**config.mk**
```make
export PLATFORM = sky130hd
export DESIGN_NAME = debounce_ctrl
export DESIGN_NICKNAME = d
export VERILOG_FILES = /design/src/rtl/debounce_ctrl.sv
export SDC_FILE = /design/constraint.sdc
export NUM_CORES = 1
export LEC_CHECK = 0
export CORE_UTILIZATION = 35
export CTS_CLUSTER_DIAMETER = 200
export CTS_CLUSTER_SIZE = 12
export DETAILED_ROUTE_END_ITERATION = 7
export RECOVER_POWER = 25
export SYNTH_ARGS = -nofsm -noshare
export SYNTH_HDL_FRONTEND = slang
export SYNTH_SLANG_ARGS = --single-unit
```
**constraint.sdc**
```tcl
create_clock -name aclk -period 7.3 [get_ports aclk]
set_input_delay 2.19 -clock aclk [delete_from_list [all_inputs] [get_ports aclk]]
set_output_delay 2.19 -clock aclk [all_outputs]
set_load 0.005 [all_outputs]
```
**src/rtl/debounce_ctrl.sv**
```systemverilog
// debounce_ctrl: round-robin multi-channel debouncer that reports level changes as events.
// Optional macro DEBOUNCE_CTRL_EVFIFO_EN selects a 4-entry event FIFO instead of a single register.
module debounce_ctrl #(
    parameter int NCH = 8,
    parameter int CW  = 16
) (
    input  logic                   aclk,
    input  logic                   aresetn,
    input  logic [NCH-1:0]         din,
    input  logic                   en,
    input  logic [CW-1:0]          thr,
    output logic [NCH-1:0]         dout,
    output logic                   ev_valid,
    input  logic                   ev_ready,
    output logic [$clog2(NCH)-1:0] ev_ch,
    output logic                   ev_level,
    output logic                   ev_ovf,
    input  logic                   clr_ovf,
    output logic                   dbg_state
);
    localparam int CHW = $clog2(NCH);
    localparam int EW  = CHW + 1;
    localparam logic [CHW-1:0] LAST = CHW'(NCH - 1);

    typedef enum logic {IDLE = 1'b0, SCAN = 1'b1} state_t;
    state_t state, state_nxt;

    logic [NCH-1:0] sync1, sync2;
    logic [CW-1:0]  cnt [NCH];
    logic [CHW-1:0] ptr;
    logic           visit;
    logic           differ, accept, push, pop, push_ok, drop;
    logic [CW:0]    cnt_inc, thr_eff;
    logic [EW-1:0]  ev_data;

    always_ff @(posedge aclk or negedge aresetn) begin
        if (!aresetn) begin
            sync1 <= '0;
            sync2 <= '0;
        end else begin
            sync1 <= din;
            sync2 <= sync1;
        end
    end

    always_ff @(posedge aclk or negedge aresetn) begin
        if (!aresetn) state <= IDLE;
        else          state <= state_nxt;
    end

    always_comb begin
        state_nxt = state;
        case (state)
            IDLE: if (en)  state_nxt = SCAN;
            SCAN: if (!en) state_nxt = IDLE;
        endcase
    end

    // A visit only happens while scanning with en still high; the cycle en drops starts the clear.
    always_comb begin
        visit     = (state == SCAN) && en;
        dbg_state = state;
    end

    // Counter math is one bit wider than cnt so a full counter never wraps to look "below" thr.
    always_comb begin
        differ  = sync2[ptr] ^ dout[ptr];
        cnt_inc = {1'b0, cnt[ptr]} + (CW+1)'(1);
        thr_eff = (thr == '0) ? (CW+1)'(1) : {1'b0, thr};
        accept  = visit && differ && (cnt_inc >= thr_eff);
        push    = accept;
        ev_data = {ptr, ~dout[ptr]};
    end

    always_ff @(posedge aclk or negedge aresetn) begin
        if (!aresetn) begin
            for (int i = 0; i < NCH; i++) cnt[i] <= '0;
        end else if (!visit) begin
            for (int i = 0; i < NCH; i++) cnt[i] <= '0;
        end else if (!differ || accept) begin
            cnt[ptr] <= '0;
        end else begin
            cnt[ptr] <= cnt_inc[CW-1:0];
        end
    end

    always_ff @(posedge aclk or negedge aresetn) begin
        if (!aresetn) begin
            ptr  <= '0;
            dout <= '0;
        end else begin
            if (!visit)           ptr <= '0;
            else if (ptr == LAST) ptr <= '0;
            else                  ptr <= ptr + CHW'(1);
            if (accept) dout[ptr] <= ~dout[ptr];
        end
    end

    // Event handshake: an entry transfers on a rising edge where ev_valid and ev_ready are both
    // high; ev_ch/ev_level always show the oldest entry and cannot change until it transfers.
    // A push into a full queue succeeds only if the head leaves on the same edge.
`ifdef DEBOUNCE_CTRL_EVFIFO_EN
    logic [EW-1:0] mem [4];
    logic [1:0]    wr_idx, rd_idx;
    logic [2:0]    fill;

    always_comb begin
        ev_valid          = (fill != 3'd0);
        pop               = ev_valid && ev_ready;
        push_ok           = push && ((fill != 3'd4) || pop);
        drop              = push && (fill == 3'd4) && !pop;
        {ev_ch, ev_level} = mem[rd_idx];
    end

    always_ff @(posedge aclk or negedge aresetn) begin
        if (!aresetn) begin
            wr_idx <= '0;
            rd_idx <= '0;
            fill   <= '0;
            for (int i = 0; i < 4; i++) mem[i] <= '0;
        end else begin
            if (push_ok) begin
                mem[wr_idx] <= ev_data;
                wr_idx      <= wr_idx + 2'd1;
            end
            if (pop) rd_idx <= rd_idx + 2'd1;
            case ({push_ok, pop})
                2'b10:   fill <= fill + 3'd1;
                2'b01:   fill <= fill - 3'd1;
                default: fill <= fill;
            endcase
        end
    end
`else
    logic          hold_v;
    logic [EW-1:0] hold_d;

    always_comb begin
        ev_valid          = hold_v;
        pop               = hold_v && ev_ready;
        push_ok           = push && (!hold_v || pop);
        drop              = push && hold_v && !pop;
        {ev_ch, ev_level} = hold_d;
    end

    always_ff @(posedge aclk or negedge aresetn) begin
        if (!aresetn) begin
            hold_v <= 1'b0;
            hold_d <= '0;
        end else if (push_ok) begin
            hold_v <= 1'b1;
            hold_d <= ev_data;
        end else if (pop) begin
            hold_v <= 1'b0;
        end
    end
`endif

    always_ff @(posedge aclk or negedge aresetn) begin
        if (!aresetn)     ev_ovf <= 1'b0;
        else if (drop)    ev_ovf <= 1'b1;
        else if (clr_ovf) ev_ovf <= 1'b0;
    end

endmodule
```
==> results of run 1 <==
[metrics by stage]
step,utilization,hold slack [ps],instances,worst slack [ps]
floorplan,-,331.2,801,2159
global placement,0.3864,333.3,1123,795.4
detailed placement,0.3864,334.7,1123,669.4
CTS,0.4112,350.7,1155,642.6
global route,0.4107,352.4,1155,237.1
finish,0.4107,348.2,1155,515.0
[area by class of cell]
type	instances	area share
multi-input cells	542	0.4001
well taps	319	0.04140
clock buffers	18	0.04555
inverters	31	0.01207
clock inverters	14	0.01493
repair buffers	69	0.06502
flip-flops and latches	162	0.4209
[layer usage]
| metal | up-vias | global-route usage | routed length [um] |
|---|---|---|---|
| li1 | 3044 | - | - |
| met1 | 3436 | 0.2985 | 11310 |
| met2 | 265 | 0.3208 | 11450 |
| met3 | 36 | 0.05649 | 1777 |
| met4 | 0 | 0.06816 | 476 |
| met5 | - | 0 | 0 |
[layout by cell type (no fill, tap or decap), types with 3 or more instances in the layout]
master | synthesis | routed
sky130_fd_sc_hd__a211oi_1 | 11 | 11
sky130_fd_sc_hd__a21o_1 | 5 | 5
sky130_fd_sc_hd__a21oi_1 | 33 | 33
sky130_fd_sc_hd__a221o_1 | 3 | 3
sky130_fd_sc_hd__a221oi_1 | 6 | 6
sky130_fd_sc_hd__a22o_1 | 6 | 6
sky130_fd_sc_hd__a22oi_1 | 4 | 4
sky130_fd_sc_hd__and2_1 | 10 | 9
sky130_fd_sc_hd__and3_1 | 5 | 5
sky130_fd_sc_hd__buf_4 | 4 | 23
sky130_fd_sc_hd__clkbuf_16 | 0 | 17
sky130_fd_sc_hd__clkdlybuf4s50_1 | 0 | 33
sky130_fd_sc_hd__dfrtp_1 | 162 | 159
sky130_fd_sc_hd__dfrtp_2 | 0 | 3
sky130_fd_sc_hd__dlygate4sd3_1 | 0 | 9
sky130_fd_sc_hd__ha_1 | 19 | 19
sky130_fd_sc_hd__inv_1 | 30 | 30
sky130_fd_sc_hd__inv_6 | 0 | 7
sky130_fd_sc_hd__mux2_2 | 16 | 16
sky130_fd_sc_hd__mux2i_1 | 22 | 22
sky130_fd_sc_hd__mux4_2 | 15 | 15
sky130_fd_sc_hd__nand2_1 | 55 | 55
sky130_fd_sc_hd__nand2b_1 | 3 | 3
sky130_fd_sc_hd__nand3_1 | 126 | 126
sky130_fd_sc_hd__nand3b_1 | 3 | 3
sky130_fd_sc_hd__nand4_1 | 16 | 16
sky130_fd_sc_hd__nor2_1 | 12 | 12
sky130_fd_sc_hd__nor2b_1 | 8 | 8
sky130_fd_sc_hd__nor3_1 | 6 | 6
sky130_fd_sc_hd__nor4_1 | 4 | 4
sky130_fd_sc_hd__o21ai_0 | 29 | 29
sky130_fd_sc_hd__o22ai_1 | 3 | 3
sky130_fd_sc_hd__o31ai_1 | 75 | 75
sky130_fd_sc_hd__o31ai_2 | 5 | 5
sky130_fd_sc_hd__xnor2_1 | 5 | 5
sky130_fd_sc_hd__xor2_1 | 7 | 7
[report_power, final]
| group | switching (W) | leakage [nW] | internal, W | total [W] |
|---|---|---|---|---|
| clock network | 0.000409 | 0.287 | 0.000491 | 0.000900 |
| registers | 0.0000107 | 2.22 | 0.000907 | 0.000918 |
| logic | 0.000154 | 1.52 | 0.0000544 | 0.000208 |
[final timing paths]
| check | slack, ps | from | end |
|---|---|---|---|
| min in group asynchronous | 2760 | aresetn | cnt[119]$_DFFE_PN0P_ |
| worst min register to register | 350 | sync1[7]$_DFF_PN0_ | sync2[7]$_DFF_PN0_ |
| worst max register to register | 520 | ptr[1]$_DFF_PN0_ | cnt[112]$_DFFE_PN0P_ |
| worst min-delay path | 350 | sync1[7]$_DFF_PN0_ | sync2[7]$_DFF_PN0_ |
| max in group asynchronous | 1800 | aresetn | ptr[0]$_DFF_PN0_ |
| worst max-delay path | 520 | ptr[1]$_DFF_PN0_ | cnt[112]$_DFFE_PN0P_ |
[sequential cells by signal, indices dropped and copies added (netlist names)]
name	count
sync2	8
dout	8
ptr	3
ev_valid	1
dbg_state	1
ev_ovf	1
sync1	8
cnt	128
hold_d	4
[logic make-up (layout without fill, tap and decap cells)]
| family | count (synthesis) | count (layout) | share of synthesized area |
|---|---|---|---|
| and+or+nand+nor | 259 | 259 | 0.1585 |
| xor gates and xnor gates | 13 | 13 | 0.01447 |
| AOI/OAI and AO/OA | 197 | 197 | 0.1684 |
| buffers and inverters | 97 | 132 | 0.05727 |
| adders and majority gates | 19 | 19 | 0.02834 |
| DFF | 162 | 162 | 0.4832 |
| muxes | 54 | 54 | 0.08978 |
[synthesized netlist by cell type, drive strengths merged (8+ instances only)]
cell type    n  area [um^2]
nor2b        8        50.05
nand4       16        100.1
mux2i       22        220.2
mux2        17        195.2
nand2       56        217.7
ha          19        237.7
a21oi       33        165.2
nor2        12        45.04
a211oi      11        82.58
and2        10        62.56
inv         30        112.6
o21ai       29        145.1
nand3      126        630.6
clkbuf      35        131.4
buf         31        232.7
o31ai       80        625.6
mux4        15        337.8
dfrtp      162         4054
==> results.txt, run 1 <==
----------------------------------------------------
[Run status]
  Run status ... finished, violations left
  Violated checks ... max-capacitance violations, max-slew violations

[Setup path]
  Largest delay contributor family on the critical path ... simple AND/OR/NAND/NOR gates
  Critical Path Sink Type ... flip-flop
  Type of the worst setup path ... flip-flop to flip-flop
  WP buf/inv ... 5
  Largest fanout of any net on the critical path ... 80
  FF-to-FF path depth ... 18
  Critical Path Stages ... 18
  Maximum cell stage delay along the critical path ... 990 ps
  Cell repeated most along the worst path ... sky130_fd_sc_hd__buf_4
  Critical path cell sequence ... inv_1, nor3_1, a221o_1, and4_1, nand4b_1, xnor2_1, buf_4, inv_1, ha_1, a211oi_1, o21ai_0, a211o_1, a211oi_1, buf_4, and2_1, buf_4, nand2_4, o31ai_1
  Slowest cell on the critical path ... sky130_fd_sc_hd__dfrtp_2
  Startpoint Class ... flip-flop
  Data arrival at the endpoint of the critical path ... between 7000 and 8000 ps
  Data required, critical path ... ~7600 ps

[Clock network]
  Clock buffer count from CTS ... 17
  Cell chosen for the clock root ... sky130_fd_sc_hd__clkbuf_16
  Total setup buffers inserted after CTS ... 0
  Later-pin clock latency in the skew report ... about 440 ps
  Maximum buffer depth of the clock tree ... 2
  # clock sinks ... around 160
  Clock transition at the registers of the reported paths ... ~70 ps
  Maximum level of the CTS H-tree ... 4
  CTS tree ... yes
  Post-cts hold buffer count ... 0
  CTS-repair resized insts ... 0

[GRT]
  Pin count of the biggest net entering global routing ... slightly above 80
  All-layer global routing usage ... 0.2137
  Via count of the first global-routing pass ... about 6600
  Antenna violations before repair ... 0
  Wire length of the first global-routing pass ... between 30000 and 40000 um
  Global route overflow ... 0

[Logic synthesis]
  Synthesis-stage register bit count ... roughly 160
  Seq/Total Area, Yosys ... 0.4832
  Area of the mapped netlist ... around 8400 um^2
  Yosys Warn Count ... 0
  Post-Synthesis Cells ... around 800
  Net count after synthesis ... 849
  Distinct cell type count of the synthesized netlist ... 62
  Number of enable-type register cells in the synthesized netlist ... 0
  Leading register cell type out of synthesis ... sky130_fd_sc_hd__dfrtp_1
  Async set or reset register ratio after synthesis ... 1.000
  Avg Inst Size Synth ... between 10 and 15 um^2

[Timing]
  RSZ-0062 raised after global routing ... false
  Worst-case clock skew ... approximately 12 ps
  Period minus WS final ... around 6800 ps
  Setup tns final ... 0 ps
  Actual slew at the worst max-slew pin ... between 3000 and 4000 ps
  Final hold violation count ... 0
  Slew margin rel. ... -1.065
  Max-slew violations ... 58
  Ratio of final minimum period to clock period ... 0.9294
  Highest clock frequency the design can meet ... approximately 150 MHz
  Final count of negative-setup-slack endpoints ... 0

[Drt]
  Number of iterations in the first detailed-routing pass ... 6
  Routed WL ... between 20000 and 30000 um
  Vias per Instance ... 5.871
  Wire per inst ... 21.65 um
  Starting DRT DRC Count ... roughly 770
  DRC violations left ... 0
  Antenna viol nets, final ... 0
  Via total after detailed routing ... approximately 6800

[Floorplan]
  Number of top-level pins ... between 40 and 50
  Num rows ... 56
  Initial core utilization ... 0.3574
  Die X ... approximately 160 um
  Height of the die ... about 160 um
  Core footprint ... approximately 23000 um^2
  Die Outline Area ... 24590 um^2

[Layout]
  Nets ... approximately 870
  Fraction of final layout cells with drive strength greater than 1 ... 0.1280
  P&R area growth vs syn ... 14.91%
  Count of filler cells inserted in the layout ... 2268
  Area of the multi-input gates ... about 3900 um^2
  Area taken by flip-flops and latches ... between 4000 and 5000 um^2
  Summed area of non-filler cells in the final layout ... about 9600 um^2
  Antenna Diode Count ... 0

[Place]
  Post-Place Cell Area ... just over 9000 um^2
  Count of input and output buffers ... 43
  Final weighted congestion in routability-driven placement ... roughly 0.88
  Half-perimeter wire length of the detailed placement result ... roughly 16000 um

[Hold path]
  Worst Hold Class ... flip-flop to flip-flop
  Min-Delay Path Depth ... 0

[Power]
  Leakage power of the design ... 4.026 nW
  Sum of internal, switching and leakage power ... 0.002026 W
  Maximum VDD drop ... roughly 0.00015 V
  Ratio of total power to cell area ... 210.2 nW/um^2

[Run]
  Maxcap violations ... 1

----------------------------------------------------
Power figures use the tool's default switching activity.
==> run 2: changes to the inputs <==
SKIP_LAST_GASP = 1   (was not set)
clock period = 5.8 ns   (was 7.3 ns; I/O delays follow)
==> run 2 against run 1 <==
  * The run still ends with max-capacitance violations, max-slew violations left
  * Clock-buffer cell count stayed put
  * Die area is the same
  * Critical path depth is 1 lower
  * Worst hold slack improved by 0.66 ps
  * Highest routed layer unchanged
  * Total power is 31% higher
==> results.txt, run 2 (synthesized netlist as in run 1, its figures left out) <==
----------------------------------------------------
[Floorplan]
  Die X ... between 150 and 200 um
  Die Outline Area ... ~25000 um^2
  Height of the die ... roughly 160 um
  Num rows ... between 50 and 60
  Number of top-level pins ... 44
  Core footprint ... between 20000 and 25000 um^2
  Initial core utilization ... 0.3574

[Timing]
  Slew margin rel. ... -0.7196
  Final hold violation count ... 0
  RSZ-0062 raised after global routing ... false
  Period minus WS final ... ~5400 ps
  Worst-case clock skew ... about 13 ps
  Highest clock frequency the design can meet ... between 150 and 200 MHz
  Actual slew at the worst max-slew pin ... 2579 ps
  Ratio of final minimum period to clock period ... 0.9310
  Final count of negative-setup-slack endpoints ... 0
  Setup tns final ... 0 ps
  Max-slew violations ... between 90 and 100

[Place]
  Half-perimeter wire length of the detailed placement result ... approximately 16000 um
  Count of input and output buffers ... 43
  Final weighted congestion in routability-driven placement ... between 0.9 and 1

[Clock network]
  Total setup buffers inserted after CTS ... 0
  Later-pin clock latency in the skew report ... about 440 ps
  CTS-repair resized insts ... 0
  Maximum buffer depth of the clock tree ... 2
  Cell chosen for the clock root ... sky130_fd_sc_hd__clkbuf_16
  CTS tree ... yes
  Maximum level of the CTS H-tree ... 4
  # clock sinks ... between 150 and 200
  Clock buffer count from CTS ... 17
  Post-cts hold buffer count ... 0
  Clock transition at the registers of the reported paths ... approximately 70 ps

[GRT]
  Met2 usage ... 0.3407
  Met3 usage ... 0.04376
  Pin count of the biggest net entering global routing ... 98
  Via count of the first global-routing pass ... approximately 6800
  Layer carrying the most global-route usage ... met2
  Wire length of the first global-routing pass ... between 40000 and 50000 um
  Global Route met1 Usage ... 0.3096
  All-layer global routing usage ... 0.2225
  Global route overflow ... 0
  Antenna violations before repair ... 0

[Layout]
  Count of filler cells inserted in the layout ... about 2300
  Top register by number of flip-flops ... cnt
  Fraction of final layout cells with drive strength greater than 1 ... 0.1427
  Nets ... just under 900
  Most frequent standard cell in the layout excluding fill and tap cells ... sky130_fd_sc_hd__dfrtp_1
  Area of the multi-input gates ... 3876 um^2
  Antenna Diode Count ... 0
  Leading cell types in the layout, fill and taps excluded ... sky130_fd_sc_hd__dfrtp_1, sky130_fd_sc_hd__nand3_1, sky130_fd_sc_hd__o31ai_1, sky130_fd_sc_hd__nand2_1, sky130_fd_sc_hd__buf_4
  Number of flip-flops under the largest register name ... ~130
  Layout Utilization ... 0.4180
  Area taken by flip-flops and latches ... about 4100 um^2
  P&R area growth vs syn ... 16.96%

[Hold path]
  Worst Hold Class ... flip-flop to flip-flop

[Setup path]
  Data required, critical path ... around 6000 ps
  Startpoint Class ... flip-flop
  Data arrival at the endpoint of the critical path ... 5740 ps
  Critical Path Sink Type ... flip-flop
  Largest fanout of any net on the critical path ... 29
  Type of the worst setup path ... flip-flop to flip-flop

[Drt]
  Routed WL ... roughly 26000 um
  Wire per inst ... ~22 um
  Starting DRT DRC Count ... 878
  Via total after detailed routing ... roughly 6900
  Antenna viol nets, final ... 0
  Number of iterations in the first detailed-routing pass ... 5
  Vias per Instance ... approximately 5.9
  DRC violations left ... 0

[Power]
  Maximum VDD drop ... just over 0.0002 V
  Leakage power of the design ... 4.118 nW
  Ratio of total power to cell area ... 270.3 nW/um^2

[Run status]
  Run status ... finished, violations left
  Violated checks ... max-capacitance violations, max-slew violations

[Run]
  Maxcap violations ... 1

----------------------------------------------------
==> run 2: cell count changes in the layout (fill, tap and decap cells not counted), sizes merged <==
| cell | previous run | this run |
|---|---|---|
| clkinvlp | 1 | 2 |
| bufinv | 1 | 3 |
| buf | 24 | 38 |
| clkbuf | 21 | 19 |
| inv | 39 | 36 |
==> run 2: path summary, 6_finish.rpt <==
| check | startpoint | end | slack, ps | cells after the start |
|---|---|---|---|---|
| max | ptr[1]$_DFF_PN0_ | cnt[33]$_DFFE_PN0P_ | 400 | 17 |
| min | sync1[1]$_DFF_PN0_ | sync2[1]$_DFF_PN0_ | 350 | 0 |
| max reg2reg | ptr[1]$_DFF_PN0_ | cnt[33]$_DFFE_PN0P_ | 400 | 17 |
| min reg2reg | sync1[1]$_DFF_PN0_ | sync2[1]$_DFF_PN0_ | 350 | 0 |
| max in group asynchronous | aresetn | ptr[0]$_DFF_PN0_ | 1830 | 1 |
| min in group asynchronous | aresetn | cnt[29]$_DFFE_PN0P_ | 2070 | 1 |
==> run 2: layer usage <==
metal / share of wire / wire length [um]
met4: 0.026 / 680
met2: 0.46 / 12120
met5: 0 / 0
met1: 0.44 / 11440
met3: 0.071 / 1853
==> run 2: power breakdown <==
part	internal [W]	switching [W]
clock network	0.000704	0.000511
registers	0.00114	0.0000127
logic	0.0000797	0.000203
==> run 2: through the flow <==
stage / cells / worst slack (ps) / instance area (um^2) / hold WS [ps] / power [W]
floorplan: 801 / 659.4 / 8389 / 331.2 / 0.001357
global placement: 1135 / 437.0 / 9160 / 332.9 / 0.001456
detailed placement: 1135 / 321.3 / 9160 / 334.7 / 0.001455
CTS: 1167 / 301.8 / 9791 / 350.5 / 0.002658
global route: 1167 / 8.395 / 9812 / 356.6 / 0.002724
finish: 1167 / 400.4 / 9812 / 348.9 / 0.002652
==> run 2: critical path, stage by stage (launching register included) <==
cell	delay, ps
sky130_fd_sc_hd__dfrtp_4	670
sky130_fd_sc_hd__buf_4	370
sky130_fd_sc_hd__mux2_2	370
sky130_fd_sc_hd__a221o_1	300
sky130_fd_sc_hd__a221o_1	440
sky130_fd_sc_hd__and4_1	280
sky130_fd_sc_hd__nand4b_1	120
sky130_fd_sc_hd__xnor2_1	190
sky130_fd_sc_hd__inv_1	100
sky130_fd_sc_hd__ha_1	340
sky130_fd_sc_hd__a211oi_1	240
sky130_fd_sc_hd__o21ai_0	130
sky130_fd_sc_hd__a211o_1	280
sky130_fd_sc_hd__a211oi_1	310
sky130_fd_sc_hd__and2_1	240
sky130_fd_sc_hd__buf_4	320
sky130_fd_sc_hd__nand4_1	300
sky130_fd_sc_hd__o21ai_0	270
==> run 2: final cells by class <==
type                       count  share of cell area
clock inverter                14             0.01951
sequential                   162              0.4141
clock buffer                  18             0.04476
timing repair buffer          81             0.07409
tap                          319             0.04068
inverter                      31             0.01186
multi-input combinational    542              0.3951
